`src/rtl/gpio_input_conditioner_pkg.sv`:
```
`default_nettype none
// ============================================================================
//  Module   : gpio_input_conditioner_pkg
//  Purpose  : Shared defaults and sizing helper for the GPIO input
//             conditioner and its per-bit debounce slice.
//  Contents : DEFAULT_PRESCALE, DEFAULT_STABLE_TICKS, cnt_width()
//  Revision : 1.0 - initial release
// ============================================================================
package gpio_input_conditioner_pkg;

    localparam int DEFAULT_PRESCALE     = 1000;
    localparam int DEFAULT_STABLE_TICKS = 4;

    // Bits needed to hold values 0..max_val. The result is never below 1, so
    // degenerate configurations (PRESCALE=1, STABLE_TICKS=1) still produce
    // legal vector widths.
    function automatic int cnt_width(input int max_val);
        int w;
        w = $clog2(max_val + 1);
        return (w < 1) ? 1 : w;
    endfunction

endpackage : gpio_input_conditioner_pkg
`default_nettype wire

```
`src/rtl/gpio_debounce_bit.sv`:
```
`default_nettype none
// ============================================================================
//  Module   : gpio_debounce_bit
//  Purpose  : One conditioned GPIO input: two-flop synchronizer, saturating
//             stability counter and accepted-edge pulse generation.
//  Ports    : clk    - system clock
//             resetn - asynchronous active-low reset
//             pin    - raw asynchronous pad input
//             tick   - shared prescaler sample strobe (one cycle)
//             level  - registered debounced level
//             rise   - one-cycle pulse on an accepted 0->1 change
//             fall   - one-cycle pulse on an accepted 1->0 change
//  Revision : 1.0 - initial release
// ============================================================================
module gpio_debounce_bit
    import gpio_input_conditioner_pkg::*;
#(
    parameter int STABLE_TICKS = DEFAULT_STABLE_TICKS
) (
    input  logic clk,
    input  logic resetn,
    input  logic pin,
    input  logic tick,
    output logic level,
    output logic rise,
    output logic fall
);

    localparam int              C_CW   = cnt_width(STABLE_TICKS);
    localparam logic [C_CW-1:0] C_LAST = C_CW'(STABLE_TICKS - 1);

    logic            r_sync1;
    logic            r_sync2;
    logic            r_level;
    logic            r_rise;
    logic            r_fall;
    logic [C_CW-1:0] r_cnt;

    always_ff @(posedge clk or negedge resetn) begin
        if (!resetn) begin
            r_sync1 <= 1'b0;
            r_sync2 <= 1'b0;
            r_level <= 1'b0;
            r_rise  <= 1'b0;
            r_fall  <= 1'b0;
            r_cnt   <= '0;
        end else begin
            r_sync1 <= pin;
            r_sync2 <= r_sync1;
            r_rise  <= 1'b0;
            r_fall  <= 1'b0;
            if (r_sync2 == r_level) begin
                // Any cycle agreeing with the accepted level restarts the
                // stability count, even between sample ticks.
                r_cnt <= '0;
            end else if (tick) begin
                if (r_cnt == C_LAST) begin
                    // This tick is the STABLE_TICKS-th differing sample.
                    r_level <= r_sync2;
                    r_cnt   <= '0;
                    r_rise  <= r_sync2;
                    r_fall  <= ~r_sync2;
                end else begin
                    // Counter never exceeds C_LAST, so it saturates there.
                    r_cnt <= r_cnt + 1'b1;
                end
            end
        end
    end

    assign level = r_level;
    assign rise  = r_rise;
    assign fall  = r_fall;

endmodule : gpio_debounce_bit
`default_nettype wire

```
`src/rtl/gpio_input_conditioner.sv`:
```
`default_nettype none
// ============================================================================
//  Module   : gpio_input_conditioner
//  Purpose  : Synchronizes and debounces WIDTH raw pad inputs, producing
//             stable levels plus per-bit rise/fall pulses. One shared
//             prescaler sets the debounce sample rate.
//  Ports    : clk         - system clock
//             resetn      - asynchronous active-low reset
//             gpio_pins_i - raw asynchronous pad inputs [WIDTH]
//             gpio_o      - registered debounced levels [WIDTH]
//             rise_o      - accepted 0->1 pulses [WIDTH]
//             fall_o      - accepted 1->0 pulses [WIDTH]
//             tick_o      - registered sample-tick pulse
//  Revision : 1.0 - initial release
// ============================================================================
module gpio_input_conditioner
    import gpio_input_conditioner_pkg::*;
#(
    parameter int WIDTH        = 32,
    parameter int PRESCALE     = DEFAULT_PRESCALE,
    parameter int STABLE_TICKS = DEFAULT_STABLE_TICKS
) (
    input  logic             clk,
    input  logic             resetn,
    input  logic [WIDTH-1:0] gpio_pins_i,
    output logic [WIDTH-1:0] gpio_o,
    output logic [WIDTH-1:0] rise_o,
    output logic [WIDTH-1:0] fall_o,
    output logic             tick_o
);

    localparam int              C_PW        = cnt_width(PRESCALE - 1);
    localparam logic [C_PW-1:0] C_PRES_LAST = C_PW'(PRESCALE - 1);

    logic [C_PW-1:0] r_presc;
    logic            r_tick;
    logic            w_tick;

    // With PRESCALE=1 the counter is pinned at 0 and w_tick is always high.
    assign w_tick = (r_presc == C_PRES_LAST);

    always_ff @(posedge clk or negedge resetn) begin
        if (!resetn) begin
            r_presc <= '0;
            r_tick  <= 1'b0;
        end else begin
            r_tick  <= w_tick;
            r_presc <= w_tick ? '0 : r_presc + 1'b1;
        end
    end

    assign tick_o = r_tick;

    // The unregistered tick feeds the slices so the sample decision and the
    // prescaler wrap happen on the same edge.
    for (genvar i = 0; i < WIDTH; i++) begin : g_bit
        gpio_debounce_bit #(
            .STABLE_TICKS (STABLE_TICKS)
        ) u_bit (
            .clk    (clk),
            .resetn (resetn),
            .pin    (gpio_pins_i[i]),
            .tick   (w_tick),
            .level  (gpio_o[i]),
            .rise   (rise_o[i]),
            .fall   (fall_o[i])
        );
    end

endmodule : gpio_input_conditioner
`default_nettype wire

```
`config.mk`:
```
export PLATFORM = sky130hd
export DESIGN_NAME = gpio_input_conditioner
export DESIGN_NICKNAME = d
export VERILOG_FILES = /design/src/rtl/gpio_input_conditioner_pkg.sv /design/src/rtl/gpio_debounce_bit.sv /design/src/rtl/gpio_input_conditioner.sv
export SDC_FILE = /design/constraint.sdc
export NUM_CORES = 1
export LEC_CHECK = 0
export BUFFER_PORTS_ARGS = -buffer_cell sky130_fd_sc_hd__buf_2
export CORE_UTILIZATION = 63
export DETAILED_ROUTE_END_ITERATION = 12
export PLACE_DENSITY = 0.85
export SYNTH_ARGS = -nofsm -noshare
export SYNTH_HDL_FRONTEND = slang
export SYNTH_SLANG_ARGS = --single-unit
```
`constraint.sdc`:
```
create_clock -name clk -period 5.7 [get_ports clk]
set_input_delay 0.855 -clock clk [delete_from_list [all_inputs] [get_ports clk]]
set_output_delay 0.855 -clock clk [all_outputs]
set_load 0.01 [all_outputs]
```
## After elaboration in Yosys (flattened, before gate mapping)

Index checks and enable logic that the tools add are counted.

- Register bits after elaboration: 267
- Input port bits: 34
- Output and inout port bits: 97
- Word-level logic and storage cells: 709

- Muxes and demuxes: 289
- $add $sub $neg: 33
- Equal/unequal tests: 65
- Bitwise logic cells: 64
- Reduce and logical (&&, ||, !) cells: 64

Operators by type and width:

| operator | count |
|---|---|
| 3-bit two-way mux | 96 |
| 1-bit two-way mux | 192 |
| 3-bit by 1-bit adder with 3-bit output, second input constant | 32 |
| 3-bit by 2-bit == test with 1-bit output, second input constant | 32 |
| 3-bit AND reduction | 32 |
| 1-bit NOT | 64 |
| 2-bit nonzero test | 32 |
| 1-bit == test | 32 |
| 10-bit by 1-bit adder with 10-bit output, second input constant | 1 |
| 10-bit == test, second input constant | 1 |
| 10-bit two-way mux | 1 |

## Depth between registers and ports, before layout

Gate-level depths: netlist (run 1).

- Depth after elaboration: 4
- Depth in mapped cells: 7
- Gate-level depth less buffers: 5

## By module

Synthesis (run 1) repeated with hierarchy kept, for this count alone.

- Cells, all modules: 812
- Area, all modules: 10757.8 um^2

By module, submodules not included:

| module | times used | area each (um^2) | sequential area each (um^2) | cells each |
|---|---|---|---|---|
| gpio_debounce_bit | 32 | 320.3 | 200.2 | 24 |
| gpio_input_conditioner | 1 | 508.0 | 275.3 | 44 |

## Worst setup path before layout (run 1)

Ideal clock, no wire load.

- Path kind: reg2reg
- Start: reg r_presc[0]
- End: reg g_bit[14].u_bit.r_fall
- Required time: 5.605 ns
- Stages on the path, launching flop included: 8
- Clock period less this slack: 1.855 ns
- Setup time: 0.095 ns
- Path buffers: 3
- Setup slack: 3.845 ns
- Arrival: 1.760 ns
- Cells stage by stage: dfrtp_1 -> ha_1 -> nand4_2 -> or3_1 -> clkbuf_1 -> buf_6 -> buf_6 -> nor4b_2

- Word-level cells in the longest chain between the ends: 3

Ends and longest elaborated chain:

| what | line | RTL |
|---|---|---|
| start, declared | gpio_input_conditioner.sv:35 | `logic [C_PW-1:0] r_presc;` |
| start signal, assigned | gpio_input_conditioner.sv:48 | `r_presc <= w_tick ? '0 : r_presc + 1'b1;` |
| 10-bit == test | gpio_input_conditioner.sv:40 | `assign w_tick = (r_presc == C_PRES_LAST);` |
| 1-bit two-way mux | gpio_debounce_bit.sv:56 | `end else if (tick) begin` |
| 1-bit two-way mux | gpio_debounce_bit.sv:52 | `if (r_sync2 == r_level) begin` |
| end signal, assigned | gpio_debounce_bit.sv:62 | `r_fall <= ~r_sync2;` |
| end, declared | gpio_debounce_bit.sv:36 | `logic r_fall;` |

Every way passes these cells.
A chain may end at the register's enable or synchronous reset.

## Worst setup path after layout (run 1)

- Start: reg r_presc[3]
- End: reg g_bit[0].u_bit.r_cnt[1]

- Word-level cells in the longest chain between the ends: 2

Ends and longest elaborated chain:

| what | line | RTL |
|---|---|---|
| 10-bit == test | gpio_input_conditioner.sv:40 |  |
| 2-bit nonzero test (no line) | - |  |
| end signal, assigned | gpio_debounce_bit.sv:65 | `r_cnt <= r_cnt + 1'b1;` |
| end, declared | gpio_debounce_bit.sv:37 | `logic [C_CW-1:0] r_cnt;` |

Every way passes these cells.

==> results.py, run 1 <==
metrics = {
    "run_status": {
        "status": "finished, violations left",
        "violations": "DRC",
    },
    "clock_tree": {
        "cts_tree": "done",
        "root_buffer": "clkbuf_16",
        "clkSinkCount": 267,
        "cts_repair_resize_count": 0,
        "numCtsBuffers": 27,
        "cts_setup_buffers": 0,
        "clock_latency_ns": 0.52,
        "htreeDepth": 1,
        "postCtsHoldBufs": 0,
        "clk_pin_slew_ns": 0.06,
        "cts.path.max_buffers": 3,
    },
    "critical_path": {
        "rr_worst_depth": 4,
        "critPathTopFamily": "simple AND/OR/NAND/NOR gates",
        "crit_fanout": 68,
        "r2r_end": "g_bit[0].u_bit.r_cnt[1]",
        "path_buf_inv": 1,
        "slowest_delay_ns": 1.00,
        "cp_slowest_cell": "inv_2",
        "crit_arrival_ns": 3.82,
        "critPathLaunchType": "flip-flop",
        "critical_path_class": "reg2reg",
        "cp_cell_sequence": "nand4b_4 > or3_4 > inv_2 > mux2i_1",
        "end_kind": "flip-flop",
        "r2r_slack_ns": 2.31,
        "worstReg2RegStart": "r_presc[3]",
        "crit_required_ns": 6.13,
    },
    "global_routing": {
        "gr-total-overflow": 0,
        "antenna_found_initial": 0,
        "grt_max_degree": 143,
        "first_global_vias": 7141,
        "grt_pass1_wl_mm": 34.2,
        "grt_usage_pct": 21.7,
    },
    "drt": {
        "wl_mm": 19.9,
        "drt-wirelength-per-cell_um": 16.1,
        "dr.pass1.iters": 9,
        "via_per_inst": 5.63,
        "vias": 6931,
        "ant_nets": 0,
        "first_iter_violations": 375,
        "drc": 14,
    },
    "yosys": {
        "syn-num-nets": 1015,
        "synth.area.top_cells": "dfrtp_1, buf_4, mux2i_1",
        "yosysSeqAreaShare_pct": 57.0,
        "synth.avg_cell_area_um2": 12.4,
        "synth_top_area_cell": "dfrtp_1",
        "synth_seq_cells": 267,
        "synth-edff-count": 0,
        "netlist-cell-type-count": 38,
        "netlist.area_leader.share_pct": 57.0,
        "yosysWarningCount": 0,
        "synthArstFlopShare_pct": 100,
        "synthCells": 948,
        "mappedNetlistArea_um2": 11700,
        "synth_top_flop_cell": "dfrtp_1",
    },
    "layout": {
        "fillCellCount": 1251,
        "layout-drive-gt1-share_pct": 23.3,
        "n_antenna_cell": 0,
        "postLayoutCoreUtil_pct": 70.3,
        "areaGrowthSynthToFinish_pct": 8.35,
        "layout_common_cells": "dfrtp_1, buf_2, nand2_1, mux2i_1, a21oi_1",
        "nets": 1049,
        "final_common_cell": "dfrtp_1",
    },
    "sta": {
        "drv_slew": 0,
        "tns_ns": 0,
        "rsz0062_at_grt": "no",
        "max_freq_mhz": 295,
        "final_hold_viol_count": 0,
        "fin_crit_ns": 3.39,
        "timing.final.crit_share_pct": 59.5,
        "worstMarginPinSlew_ns": 1.14,
        "setup_violations": 0,
        "slew_headroom_pct": 24.1,
        "skew_ns": 0.0106,
    },
    "placed_design": {
        "place_congestion": 0.764,
        "hpwl_mm": 12.0,
        "portBuffers": 130,
    },
    "die": {
        "die_h_um": 138,
        "core_area_um2": 18100,
        "boundaryPins": 131,
        "row_count": 49,
        "dieArea_um2": 19200,
        "die_x_um": 138,
        "start_util_pct": 64.8,
    },
    "run": {
        "maxCapViolCount": 0,
    },
    "pwr": {
        "leakagePower_nw": 6.51,
        "vdd_drop_max_mv": 0.248,
        "p_per_area_nw_per_um2": 304,
    },
    "min_path": {
        "hold_path_depth": 0,
        "hold_end": "g_bit[18].u_bit.r_sync2",
        "hold_start": "g_bit[18].u_bit.r_sync1",
        "min-delay-path-class": "reg2reg",
    },
}
[area by class of cell]
class / instances / area (µm²) / area share [%]
multi-input combinational: 518 / 3970 / 31.2
tap: 229 / 287 / 2.26
timing repair buffer: 133 / 696 / 5.48
clock buffer: 38 / 787 / 6.19
inverter: 35 / 131 / 1.03
clock inverter: 11 / 158 / 1.24
sequential: 267 / 6680 / 52.6
[per-stage QoR]
stage / area (µm²) / total power [mW] / std cells / setup WS (ns) / hold slack, ns
detailed placement: 11800 / 2.06 / 1182 / 2.28 / 0.335
global placement: 11800 / 2.05 / 1182 / 2.36 / 0.331
finish: 12700 / 3.86 / 1231 / 2.31 / 0.341
CTS: 12700 / 3.91 / 1231 / 2.25 / 0.344
global route: 12700 / 3.99 / 1231 / 2.01 / 0.351
floorplan: 11700 / 1.99 / 948 / 3.85 / 0.331
[report_power, final]
| part | leakage [nW] | internal [mW] | switching, mW |
|---|---|---|---|
| clock network | 0.468 | 1.14 | 0.706 |
| logic | 2.47 | 0.0205 | 0.0625 |
| registers | 3.57 | 1.92 | 0.0162 |
| total | 6.51 | 3.08 | 0.785 |
[state kept, by name, summed over array words and instances (netlist names)]
| signal | cells |
|---|---|
| g_bit.u_bit.rise | 32 |
| g_bit.u_bit.r_cnt | 96 |
| g_bit.u_bit.r_sync2 | 32 |
| r_presc | 10 |
| g_bit.u_bit.fall | 32 |
| g_bit.u_bit.level | 32 |
| g_bit.u_bit.r_sync1 | 32 |
| tick_o | 1 |
[routing by layer]
layer  part of all wire (%)  vias to the layer above  GRT usage, %
met4                    2.4                        0          7.57
li1                       -                     3316             -
met2                     48                      143          36.1
met5                      0                        -             0
met3                    4.0                       37          3.46
met1                     45                     3435          29.2
[cells by family after synthesis]
family          after synthesis  synth area share [%]
compound gates               99                  5.87
buf+inv                     163                  9.25
mux                          69                  5.94
simple gates                282                  15.8
flops                       267                  57.0
xor+xnor                     35                  2.61
fa+ha+maj                    33                  3.52
[cells in the mapped netlist, types with 2 or more instances]
cell      count
o21ai_0       2
buf_1         3
inv_1        34
buf_2         6
nor4b_1       7
nor4_2       22
nand2b_1     33
dfrtp_1     267
nand3_1      20
mux2i_1      64
buf_6        13
nand2_1     115
or3_1         4
clkbuf_1      8
nor2_1        2
and3_1        4
buf_4        98
nor4b_2      21
ha_1         33
a21oi_1      35
nor4_1       14
mux2_2        5
xor2_1       34
nand3b_1     33
o41ai_1      29
o31ai_1      29
or4_1         2
[worst max path at each step]
stage	startpoint	slack [ns]	endpoint	cells after the start
global route	r_presc[3]	2.01	g_bit[28].u_bit.r_cnt[1]	4
detailed placement	r_presc[3]	2.28	g_bit[28].u_bit.r_cnt[1]	4
finish	r_presc[3]	2.31	g_bit[0].u_bit.r_cnt[1]	4
floorplan	r_presc[0]	3.85	g_bit[14].u_bit.fall	7
CTS	r_presc[3]	2.25	g_bit[0].u_bit.r_cnt[1]	4
global placement	r_presc[3]	2.36	g_bit[15].u_bit.r_cnt[1]	4
[worst reg2reg max path, delay by kind of cell (launching register included)]
| family | cells | cell delay (ns) |
|---|---|---|
| simple gates | 2 | 1.54 |
| buf+inv | 1 | 1.00 |
| flops | 1 | 0.46 |
| mux | 1 | 0.29 |
Note: power is estimated with default switching activity, not from simulation.
==> run 2: changes to the inputs <==
- ABC_AREA: default -> 1
- CORE_UTILIZATION: 63 -> 58
- PLACE_DENSITY: 0.85 -> 0.79
- clock period: 5.7 -> 3.5 ns (I/O delays scaled with it)
==> results.py, run 2 <==
metrics = {
    "critical_path": {
        "end_kind": "flip-flop",
        "crit_arrival_ns": 2.76,
        "critPathLaunchType": "flip-flop",
        "crit_required_ns": 3.97,
        "r2r_slack_ns": 1.21,
        "critical_path_class": "reg2reg",
        "rr_worst_depth": 9,
        "crit_fanout": 54,
        "worstReg2RegStart": "r_presc[0]",
        "r2r_end": "g_bit[25].u_bit.r_cnt[1]",
    },
    "layout": {
        "areaGrowthSynthToFinish_pct": 11.6,
        "fillCellCount": 1516,
        "n_antenna_cell": 0,
        "largest_reg_flops": 96,
        "largest-register": "g_bit.u_bit.r_cnt",
        "layout_common_cells": "nand2_1, dfrtp_1, nor2_1, inv_1, buf_2",
        "ff_latch_area_um2": 6680,
        "nets": 1425,
        "final_common_cell": "nand2_1",
        "multi_input_area_um2": 3180,
        "layout-drive-gt1-share_pct": 14.0,
    },
    "yosys": {
        "synth-edff-count": 0,
        "synth.area.mux_share_pct": 0,
        "yosysMostFrequentCell": "nand2_1",
        "synth.area.top_cells": "dfrtp_1, nand2_1, nor2_1",
        "synthArstFlopShare_pct": 100,
        "yosysWarningCount": 0,
        "synth_top_area_cell": "dfrtp_1",
        "yosysSeqAreaShare_pct": 58.1,
        "synth.avg_cell_area_um2": 8.82,
        "synth_top_flop_cell": "dfrtp_1",
        "ys_top_cells_by_count": "nand2_1, dfrtp_1, nor2_1",
        "netlist-cell-type-count": 21,
        "post_synth_and_or_nand_nor_area_fraction_pct": 23.4,
        "synth_xor_area_share_pct": 0.228,
        "synthCells": 1304,
        "netlist.area_leader.share_pct": 58.1,
        "syn-num-nets": 1371,
        "synth_compound_area_share_pct": 0.337,
        "synth_seq_cells": 267,
        "synth-adder-area-share_pct": 3.59,
        "synth_top_family_by_area": "simple AND/OR/NAND/NOR gates",
        "mappedNetlistArea_um2": 11500,
    },
    "global_routing": {
        "antenna_found_initial": 1,
        "first_global_vias": 7699,
        "grtUsageMet1_pct": 25.3,
        "grt_max_degree": 98,
        "met2_usage_pct": 36.0,
        "use_met3_pct": 3.76,
        "grt_pass1_wl_mm": 33.5,
        "gr-total-overflow": 0,
        "busiest_layer": "met2",
        "grt_usage_pct": 20.3,
    },
    "drt": {
        "vias": 7829,
        "drc": 0,
        "first_iter_violations": 297,
        "ant_nets": 0,
        "via_per_inst": 4.76,
        "drt-wirelength-per-cell_um": 11.9,
        "wl_mm": 19.6,
        "dr.pass1.iters": 4,
    },
    "sta": {
        "max_freq_mhz": 437,
        "fin_crit_ns": 2.29,
        "slew_headroom_pct": 50.4,
        "worstMarginPinSlew_ns": 0.743,
        "drv_slew": 0,
        "final_hold_viol_count": 0,
        "skew_ns": 0.0237,
        "rsz0062_at_grt": "no",
        "setup_slack_ns": 1.21,
        "tns_ns": 0,
        "timing.final.crit_share_pct": 65.4,
        "setup_violations": 0,
    },
    "clock_tree": {
        "cts.path.max_buffers": 3,
        "numCtsBuffers": 29,
        "root_buffer": "clkbuf_16",
        "cts_repair_resize_count": 0,
        "htreeDepth": 1,
        "postCtsHoldBufs": 0,
        "clock_latency_ns": 0.55,
        "clkSinkCount": 267,
        "clk_pin_slew_ns": 0.06,
        "cts_tree": "done",
        "cts_setup_buffers": 0,
    },
    "die": {
        "start_util_pct": 59.1,
        "dieArea_um2": 20400,
        "boundaryPins": 131,
        "die_x_um": 143,
        "die_h_um": 143,
        "row_count": 51,
        "core_area_um2": 19500,
    },
    "pwr": {
        "vdd_drop_max_mv": 0.425,
        "p_per_area_nw_per_um2": 517,
        "leakagePower_nw": 7.60,
    },
    "placed_design": {
        "dp_slack_ns": 1.23,
        "place_congestion": 0.752,
        "hpwl_mm": 12.5,
        "portBuffers": 130,
    },
    "run": {
        "maxCapViolCount": 0,
    },
    "run_status": {
        "status": "complete, no violations",
    },
    "min_path": {
        "min-delay-path-class": "in2async",
    },
}
## run 2: changes by cell type in the layout (fill, tap and decap cells not counted), moves of 33 or more
cell      delta
nand4_1     +47
inv_1      +180
mux2i_1     -64
nor2_1     +219
nand2_1    +221
nand2b_1    -33
## run 2: area by class of cell
type / count / share of cell area (%)
timing repair buffer: 138 / 5.91
clock buffer: 34 / 6.03
tap: 265 / 2.58
multi-input combinational: 707 / 24.8
inverter: 215 / 6.30
clock inverter: 20 / 2.31
sequential: 267 / 52.1
## run 2: critical path, stage by stage (launching register included)
cell	delay (ns)
dfrtp_1	0.39
ha_1	0.23
nand2_1	0.13
nor2_4	0.05
nand2_1	0.10
clkinv_2	0.53
buf_12	0.44
nor2_1	0.18
nand2_1	0.07
nand2_1	0.06
## run 2: routing by layer
| layer | wire length, µm | vias to the layer above |
|---|---|---|
| met5 | 13 | - |
| met4 | 430 | 2 |
| met3 | 710 | 42 |
| met2 | 9590 | 140 |
| met1 | 8820 | 3695 |
| li1 | - | 3950 |
## run 2: worst max-delay path by stage
stage	start	end	slack (ns)	cells after the start
finish	r_presc[0]	g_bit[25].u_bit.r_cnt[1]	1.21	9
global route	r_presc[0]	g_bit[25].u_bit.r_cnt[1]	0.98	9
CTS	r_presc[0]	g_bit[25].u_bit.r_cnt[1]	1.20	9
detailed placement	r_presc[0]	g_bit[12].u_bit.r_cnt[1]	1.23	9
global placement	r_presc[0]	g_bit[27].u_bit.r_cnt[1]	1.35	9
floorplan	r_presc[0]	g_bit[30].u_bit.r_cnt[2]	2.04	10
## run 2: where the power goes
| group | switching, mW | total, mW | leakage, nW | internal (mW) |
|---|---|---|---|---|
| clock | 1.24 | 3.34 | 0.531 | 2.10 |
| combinational | 0.112 | 0.152 | 3.50 | 0.0399 |
| sequential | 0.0198 | 3.14 | 3.57 | 3.12 |
## run 2: kinds of logic after synthesis
kind of cell / count (synthesis)
flip-flops: 267
AO/OA/AOI/OAI: 7
AND/OR/NAND/NOR: 664
buffers and inverters: 330
XOR/XNOR: 3
adder cells (fa/ha/maj): 33
## run 2: per-stage QoR
stage                     cell area (µm²)  std cells  hold WS [ns]  power (mW)  utilization [%]
final                               12800       1646       0.00266        6.63             65.9
after global routing                12800       1646        0.0589        6.85             65.9
after CTS                           12800       1646        0.0336        6.71             65.9
after detailed placement            11800       1592         0.335        3.36             60.4
after global placement              11800       1592         0.332        3.35             60.4
after floorplan                     11500       1304         0.229        3.25                -
